`src/rtl/axis_peak_bin_detector.sv`:
```
// Per-frame peak search over a magnitude stream: reports {bin, magnitude} of the
// largest eligible sample of each 2^HALF_FFT_WIDTH-sample frame on an AXI-Stream master.
module axis_peak_bin_detector #(
  parameter int MAG_WIDTH      = 16,
  parameter int HALF_FFT_WIDTH = 11
) (
  input  logic                                aclk,
  input  logic                                aresetn,
  input  logic [HALF_FFT_WIDTH-1:0]           cfg_min_bin,
  input  logic [MAG_WIDTH-1:0]                s_axis_tdata,
  input  logic                                s_axis_tvalid,
  output logic                                s_axis_tready,
  output logic [HALF_FFT_WIDTH+MAG_WIDTH-1:0] m_axis_tdata,
  output logic                                m_axis_tvalid,
  input  logic                                m_axis_tready,
  output logic                                sts_overrun,
  output logic [15:0]                         sts_frames
);

  logic [HALF_FFT_WIDTH-1:0]           r_bin_cnt;
  logic [HALF_FFT_WIDTH-1:0]           r_min_q;
  logic [MAG_WIDTH-1:0]                r_max_mag;
  logic [HALF_FFT_WIDTH-1:0]           r_max_bin;
  logic [HALF_FFT_WIDTH+MAG_WIDTH-1:0] r_out_data;
  logic                                r_out_valid;
  logic                                r_overrun;
  logic [15:0]                         r_frames;

  logic                      w_first;
  logic                      w_last;
  logic [HALF_FFT_WIDTH-1:0] w_min_eff;
  logic                      w_elig;
  logic                      w_load;
  logic [MAG_WIDTH-1:0]      w_cand_mag;
  logic [HALF_FFT_WIDTH-1:0] w_cand_bin;

  assign w_first   = (r_bin_cnt == '0);
  assign w_last    = &r_bin_cnt;
  // Bin 0 sees the guard value presented alongside it, later bins the latched copy.
  assign w_min_eff = w_first ? cfg_min_bin : r_min_q;
  assign w_elig    = (r_bin_cnt >= w_min_eff);
  assign w_load    = s_axis_tvalid & w_last;

  // Strict compare keeps the earlier bin on ties.
  always_comb begin
    w_cand_mag = r_max_mag;
    w_cand_bin = r_max_bin;
    if (w_elig && (s_axis_tdata > r_max_mag)) begin
      w_cand_mag = s_axis_tdata;
      w_cand_bin = r_bin_cnt;
    end
  end

  always_ff @(posedge aclk or negedge aresetn) begin
    if (!aresetn) begin
      r_bin_cnt   <= '0;
      r_min_q     <= '0;
      r_max_mag   <= '0;
      r_max_bin   <= '0;
      r_out_data  <= '0;
      r_out_valid <= 1'b0;
      r_overrun   <= 1'b0;
      r_frames    <= '0;
    end else begin
      if (s_axis_tvalid) begin
        r_bin_cnt <= r_bin_cnt + 1'b1;
        if (w_first) begin
          r_min_q <= cfg_min_bin;
        end
        if (w_last) begin
          r_max_mag <= '0;
          r_max_bin <= '0;
        end else begin
          r_max_mag <= w_cand_mag;
          r_max_bin <= w_cand_bin;
        end
      end

      // A load while the old result is being accepted is a clean hand-over, not an overrun.
      if (w_load) begin
        r_out_data  <= {w_cand_bin, w_cand_mag};
        r_out_valid <= 1'b1;
        r_frames    <= r_frames + 1'b1;
        if (r_out_valid && !m_axis_tready) begin
          r_overrun <= 1'b1;
        end
      end else if (m_axis_tready) begin
        r_out_valid <= 1'b0;
      end
    end
  end

  assign s_axis_tready = 1'b1;
  assign m_axis_tdata  = r_out_data;
  assign m_axis_tvalid = r_out_valid;
  assign sts_overrun   = r_overrun;
  assign sts_frames    = r_frames;

endmodule

```
`config.mk`:
```
export PLATFORM = sky130hd
export DESIGN_NAME = axis_peak_bin_detector
export DESIGN_NICKNAME = d
export VERILOG_FILES = /design/src/rtl/axis_peak_bin_detector.sv
export SDC_FILE = /design/constraint.sdc
export NUM_CORES = 1
export LEC_CHECK = 0
export BUFFER_PORTS_ARGS = -buffer_cell sky130_fd_sc_hd__buf_2
export CAP_MARGIN = 20
export CELL_PAD_IN_SITES_DETAIL_PLACEMENT = 0
export CELL_PAD_IN_SITES_GLOBAL_PLACEMENT = 1
export CORE_MARGIN = 10
export CORE_UTILIZATION = 44
export DETAILED_ROUTE_END_ITERATION = 10
export MAX_ROUTING_LAYER = met4
export PLACE_DENSITY = 0.84
export SLEW_MARGIN = 0
export SYNTH_ARGS = -nofsm -noshare
export SYNTH_HDL_FRONTEND = slang
export SYNTH_SLANG_ARGS = --single-unit
```
`constraint.sdc`:
```
create_clock -name aclk -period 3.8 [get_ports aclk]
set_input_delay 0.19 -clock aclk [delete_from_list [all_inputs] [get_ports aclk]]
set_output_delay 0.19 -clock aclk [all_outputs]
set_load 0.005 [all_outputs]
```
# Yosys cells after proc, flatten, opt, wreduce, memory -nomap -nowiden
# Index checks and enable logic that the tools add are counted.
# W data, S select, Z words.
word_totals:
  ff_bits: 94
  latchBits: 0
  ramBits: 0
  mem_bits_ro: 0
  inputBits: 31
  out_inout_bits: 46
  word_cells: 27
  memories: 0
classes:
  add_sub_neg: 2
  n_mul: 0
  div_mod_pow: 0
  order_cmp: 2
  n_eq_ne: 0
  shifts: 0
  n_mux: 7
  bitwise_logic: 1
  n_reduce_logical: 7
ops:
  columns: ["cell", "count"]
  rows:
  - ["$mux W11", 3]
  - ["$mux W16", 2]
  - ["$add A16 B1 Y16 const B", 1]
  - ["$gt A16 B16 Y1", 1]
  - ["$add A11 B1 Y11 const B", 1]
  - ["$ge A11 B11 Y1", 1]
  - ["$logic_not A11 Y1", 1]
  - ["$reduce_and A11 Y1", 1]
  - ["$logic_and A1 B1 Y1", 2]
  - ["$mux W1", 2]
  - ["$reduce_and A2 Y1", 1]
  - ["$reduce_bool A2 Y1", 1]
  - ["$and A1 B1 Y1", 1]
  - ["$logic_not A1 Y1", 1]

# Logic depth before layout (Yosys ltp)
logic_depth:
  word_depth: 6
  ltp_mapped: 16
  ltp_nobuf: 12

# Worst setup path after synthesis
# Ideal clock, no wire load.
synth_path:
  path_kind: "register to register"
  startpoint: "register r_bin_cnt[0]"
  endpoint: "register r_out_data[23], in the netlist m_axis_tdata[23]"
  setup_ns: 0.121
  t_arrival_ns: 2.881
  required_ns: 3.679
  setup_slack_ns: 0.798
  stages_incl_launch_ff: 16
  path_buffers: 3
  synth_period_minus_slack_ns: 3.002
  path_cell_list: "dfrtp_1 -> inv_1 -> ha_1 -> nor4b_1 -> nand3_1 -> buf_2 -> mux2i_1 -> ha_1 -> nand4_1 -> nor3_1 -> a21oi_1 -> a22oi_1 -> buf_2 -> clkbuf_1 -> a21boi_1 -> o22a_1"
synth_via:
  elab_chain_cells: 5
  word_cells_on_any_way: 7
  cone_classes: "1 x order compare; 2 x mux; 1 x bitwise; 3 x reduce/logical"
synth_lines:
  columns: ["item", "line_no", "text"]
  rows:
  - ["from (decl)", "20", "logic [HALF_FFT_WIDTH-1:0] r_bin_cnt;"]
  - ["from (signal assigned)", "66", "r_bin_cnt <= r_bin_cnt + 1'b1;"]
  - ["$logic_not A11 Y1", "37", "assign w_first = (r_bin_cnt == '0);"]
  - ["$mux W11", null, null]
  - ["$ge A11 B11 Y1", "41", "assign w_elig = (r_bin_cnt >= w_min_eff);"]
  - ["$logic_and A1 B1 Y1", "48", "if (w_elig && (s_axis_tdata > r_max_mag)) begin"]
  - ["$mux W11", "48", null]
  - ["to (signal assigned)", "81", "r_out_data <= {w_cand_bin, w_cand_mag};"]
  - ["to (decl)", "24", "logic [HALF_FFT_WIDTH+MAG_WIDTH-1:0] r_out_data;"]
# Parallel ways exist; a longest one is shown, timed or not.
# A chain may end at the register's enable or synchronous reset.

# Worst setup path in the final report
layout_path:
  startpoint: "register r_bin_cnt[1]"
  endpoint: "register r_out_data[23], in the netlist m_axis_tdata[23]"
# The elaborated chain is that of the path after synthesis.

==> results summary <==
The cell that appears most often on the critical path is sky130_fd_sc_hd__ha_1. The count of hold buffers inserted by post-cts repair is 0. The number of iterations in the first detailed-routing pass is 5. The gate count of the mapped netlist is 514.

The number of ports placed on the die boundary came out at 77. The initial antenna violation count is 0. In the global route stage, met3 resource usage came out at 0.0294. After synthesis the netlist holds a flip-flop and latch count of 94.

The residual antenna-violating net count after detailed routing came out at 0. The maximum clock insertion buffer count is 2. The slowest stage of the critical path belongs to the cell sky130_fd_sc_hd__dfrtp_1. The detailed router placed 4112 vias in this run. The number of levels the H-tree was split into came out at 3. The critical path class is reg -> reg. Final hold analysis gives a worst-case slack of -0.0211 ns. The via density per instance came out at 5.64. The synthesized area per cell is 9.94 µm².

The actual transition at the worst max-transition pin is 0.954 ns. The peak per-stage delay on the critical path came out at 0.45 ns. The CTS sink count is 94. The count of port buffers added during placement is 75. The startpoint class of the critical path is a register. By area the synthesized netlist is led by sky130_fd_sc_hd__dfrtp_1 46%, sky130_fd_sc_hd__ha_1 7.3%, sky130_fd_sc_hd__nand2_1 6.5%. The initial standard-cell utilization of the core came out at 0.448. The largest fanout on the critical path is 34. Wires add up to 12400 µm. The final design instance area without fill came out at 0.00597 mm².

The launch instance of the worst register-to-register path is r_bin_cnt[1]. The synthesized net count came out at 575. The power density of the placed cells came out at 446 mW/mm². The global routing's busiest layer is met2. The portion of the clock cycle consumed by the worst path in the final layout is 0.908. Data arrives at the worst endpoint at 3.73 ns. The violation count after the first detailed-routing iteration came out at 302.

Clock-pin slew was measured on the worst setup and hold paths at 0.07 ns. TritonCTS created 9 clock buffers. The library cell used most frequently in the layout, excluding fill and tap cells, is sky130_fd_sc_hd__dfrtp_1.

The endpoint identified for the worst register-to-register timing path is m_axis_tdata[23]. The share of synthesized area in the top cell type comes to 0.460. TritonCTS built the clock tree. The worst path meets setup with 0.351 ns of slack. Leaving out fill and tap cells, the most frequent cells in the layout are 94 x sky130_fd_sc_hd__dfrtp_1, 89 x sky130_fd_sc_hd__nand2_1, 74 x sky130_fd_sc_hd__buf_2. The minimum setup slack after placement is 0.204 ns. The leftover overflow at the end of global routing is 0. The clock latency of the later-clocked register in the worst-skew pair is 0.35 ns. The total global-route track usage is 0.159.

The global routing met2 resource utilization came out at 0.247. The flow ran to the end, but the final reports show violations. The root buffer cell chosen for the clock tree is sky130_fd_sc_hd__clkbuf_16. The maximum number of pins on one net before global-route repair came out at 75. Of the cells placed in the final design, the portion with a size suffix greater than 1 is 0.227. The number of pins exceeding their max-slew limit in the final report was 0.

The number of failing hold endpoints at the final stage is 5. In the final timing run, aggregate negative setup slack is 0 ns. The area of the core came out at 0.0114 mm².

The area of the mapped netlist is 0.00511 mm². For the worst setup path, the data required time is 4.08 ns. The final reports fail on hold timing. The setup violation total in the final timing report came out at 0. The site row count is 39.

The class of the worst hold path is in -> async. Synthesis instantiated 46 different standard cells from the library. The routability congestion estimate from global placement is 0.798. The number of maximum-capacitance constraint violations is 0. The reported leakage power came out at 2.93 nW. The floorplan step set the die height to 128 µm. The number of cells on the worst reg-to-reg path is 14. The final HPWL from detailed placement is 8640 µm. In this run the register-to-register setup slack is 0.35 ns. The sequential-to-total area share from yosys stat is 0.460.

The first global-routing pass estimated 21100 µm of wire. The average detailed-routed wire length per instance came out at 17.0 µm. The number of flops mapped to enable cells by yosys is 0. The Yosys step of the flow raised 0 warnings.

In the global route stage, met1 resource usage came out at 0.206. The synthesized design spends more area on one cell type than any other, namely sky130_fd_sc_hd__dfrtp_1. The via count of the first global-routing pass is 4189. For this run, asynchronously set or reset flops after synthesis account for 1.00.

The width of the die came out at 128 µm. 0 antenna diodes ended up in the layout. STA classifies the critical path endpoint as a register. The total power consumption of the routed design came out at 2.66 mW. The normalized max-slew margin came out at 0.364. The number of nets in the layout is 642. At the end of the flow the core is filled with cells to 0.523. Across the routed clock network, the largest skew measured is 0.00504 ns. The area overhead of the layout relative to synthesis is 16.9%.

The signal on the critical path passes through inv_1 -> ha_1 -> nor4b_1 -> nand3_1 -> buf_4 -> mux2i_1 -> ha_1 -> nand4_1 -> nor3_1 -> a21oi_1 -> a22oi_2 -> buf_6 -> a31o_2 -> o22a_1. The total die area came out at 0.0163 mm². For this run, the leading register cell type out of synthesis is sky130_fd_sc_hd__dfrtp_1. The shortest clock period the worst path allows after layout came out at 3.45 ns. The total DRC errors in the routed layout came out at 0. The largest voltage drop on the vdd net is 325 µV. Setup repair after global routing left no endpoint under its margin. Once placement finished, the instance area stood at 0.00561 mm².

The maximum operating frequency is 0.290 GHz.
-- what timing repair did --
item	CTS	global route
setup endpoints to repair	0	25
resized for setup	0	2
buffers inserted	0	4
-- Yosys cell counts, types with 8 or more instances --
library cell / count
sky130_fd_sc_hd__dfrtp_1: 94
sky130_fd_sc_hd__nand2_1: 89
sky130_fd_sc_hd__a21oi_1: 52
sky130_fd_sc_hd__ha_1: 30
sky130_fd_sc_hd__a221o_1: 27
sky130_fd_sc_hd__nand4_1: 25
sky130_fd_sc_hd__inv_1: 22
sky130_fd_sc_hd__nor2_1: 22
sky130_fd_sc_hd__xnor2_1: 21
sky130_fd_sc_hd__buf_2: 14
sky130_fd_sc_hd__clkbuf_1: 12
sky130_fd_sc_hd__o211ai_2: 11
sky130_fd_sc_hd__mux2i_1: 10
sky130_fd_sc_hd__nand3_1: 10
sky130_fd_sc_hd__o211ai_1: 8
-- per-layer routing --
layer	wire, µm	up-vias	share of wire
met5	0	-	0
met4	112	0	0.0090
met3	576	10	0.046
met2	6090	108	0.49
met1	5620	2018	0.45
li1	-	1976	-
-- worst max-delay path by stage --
stage                      start                to  depth (start not counted)  slack, ns
finish              r_bin_cnt[1]  m_axis_tdata[23]                         14       0.35
global route        r_bin_cnt[0]  m_axis_tdata[23]                         14       0.04
CTS                 r_bin_cnt[0]      r_max_bin[0]                         14       0.13
detailed placement  r_bin_cnt[0]      r_max_bin[6]                         14       0.20
global placement    r_bin_cnt[4]      r_max_bin[5]                         12       0.28
floorplan           r_bin_cnt[0]  m_axis_tdata[23]                         15       0.80
-- through the flow --
stage | hold slack [ns] | std cells
6_report | -0.0211 | 729
5_1_grt | 0.0687 | 729
4_1_cts | 0.0343 | 725
3_5_place_dp | 0.401 | 709
3_3_place_gp | 0.397 | 709
2_1_floorplan | -0.106 | 514
-- power breakdown --
part	switching (mW)	total (mW)	internal, mW	leakage, nW
clock	0.395	0.994	0.599	0.156
combinational	0.280	0.492	0.212	1.51
sequential	0.0851	1.18	1.09	1.26
-- cell type report --
| cell class | count | area (µm²) |
|---|---|---|
| clock buffer | 10 | 239 |
| inverter | 22 | 82.6 |
| timing repair buffer | 94 | 549 |
| multi-input combinational | 360 | 2480 |
| clock inverter | 6 | 92.6 |
| fill | 1075 | 5450 |
| tap | 143 | 179 |
| sequential | 94 | 2350 |
-- registers in the layout (all words and copies together) (netlist names) --
| signal | cells |
|---|---|
| m_axis_tdata | 27 |
| r_max_mag | 16 |
| sts_frames | 16 |
| r_bin_cnt | 11 |
| r_max_bin | 11 |
| r_min_q | 11 |
| m_axis_tvalid | 1 |
| sts_overrun | 1 |
-- cell families (layout without fill, tap and decap cells) --
| group | count (synthesis) | in the layout | synth area share |
|---|---|---|---|
| AOI/OAI and AO/OA | 125 | 125 | 0.185 |
| xor gates and xnor gates | 25 | 25 | 0.0429 |
| adders and majority gates | 30 | 30 | 0.0735 |
| buffers and inverters | 60 | 132 | 0.0578 |
| DFF | 94 | 94 | 0.460 |
| muxes | 11 | 11 | 0.0218 |
| other | 1 | 1 | 0.000734 |
| and+or+nand+nor | 168 | 168 | 0.158 |
-- worst max-delay path, delay by kind of cell (launching register included) --
family	cells	cell delay [ns]
AOI/OAI and AO/OA	4	0.86
adders and majority gates	2	0.47
DFF	1	0.45
muxes	1	0.15
and+or+nand+nor	4	0.78
buffers and inverters	3	0.67
Note: power is estimated with default switching activity, not from simulation.
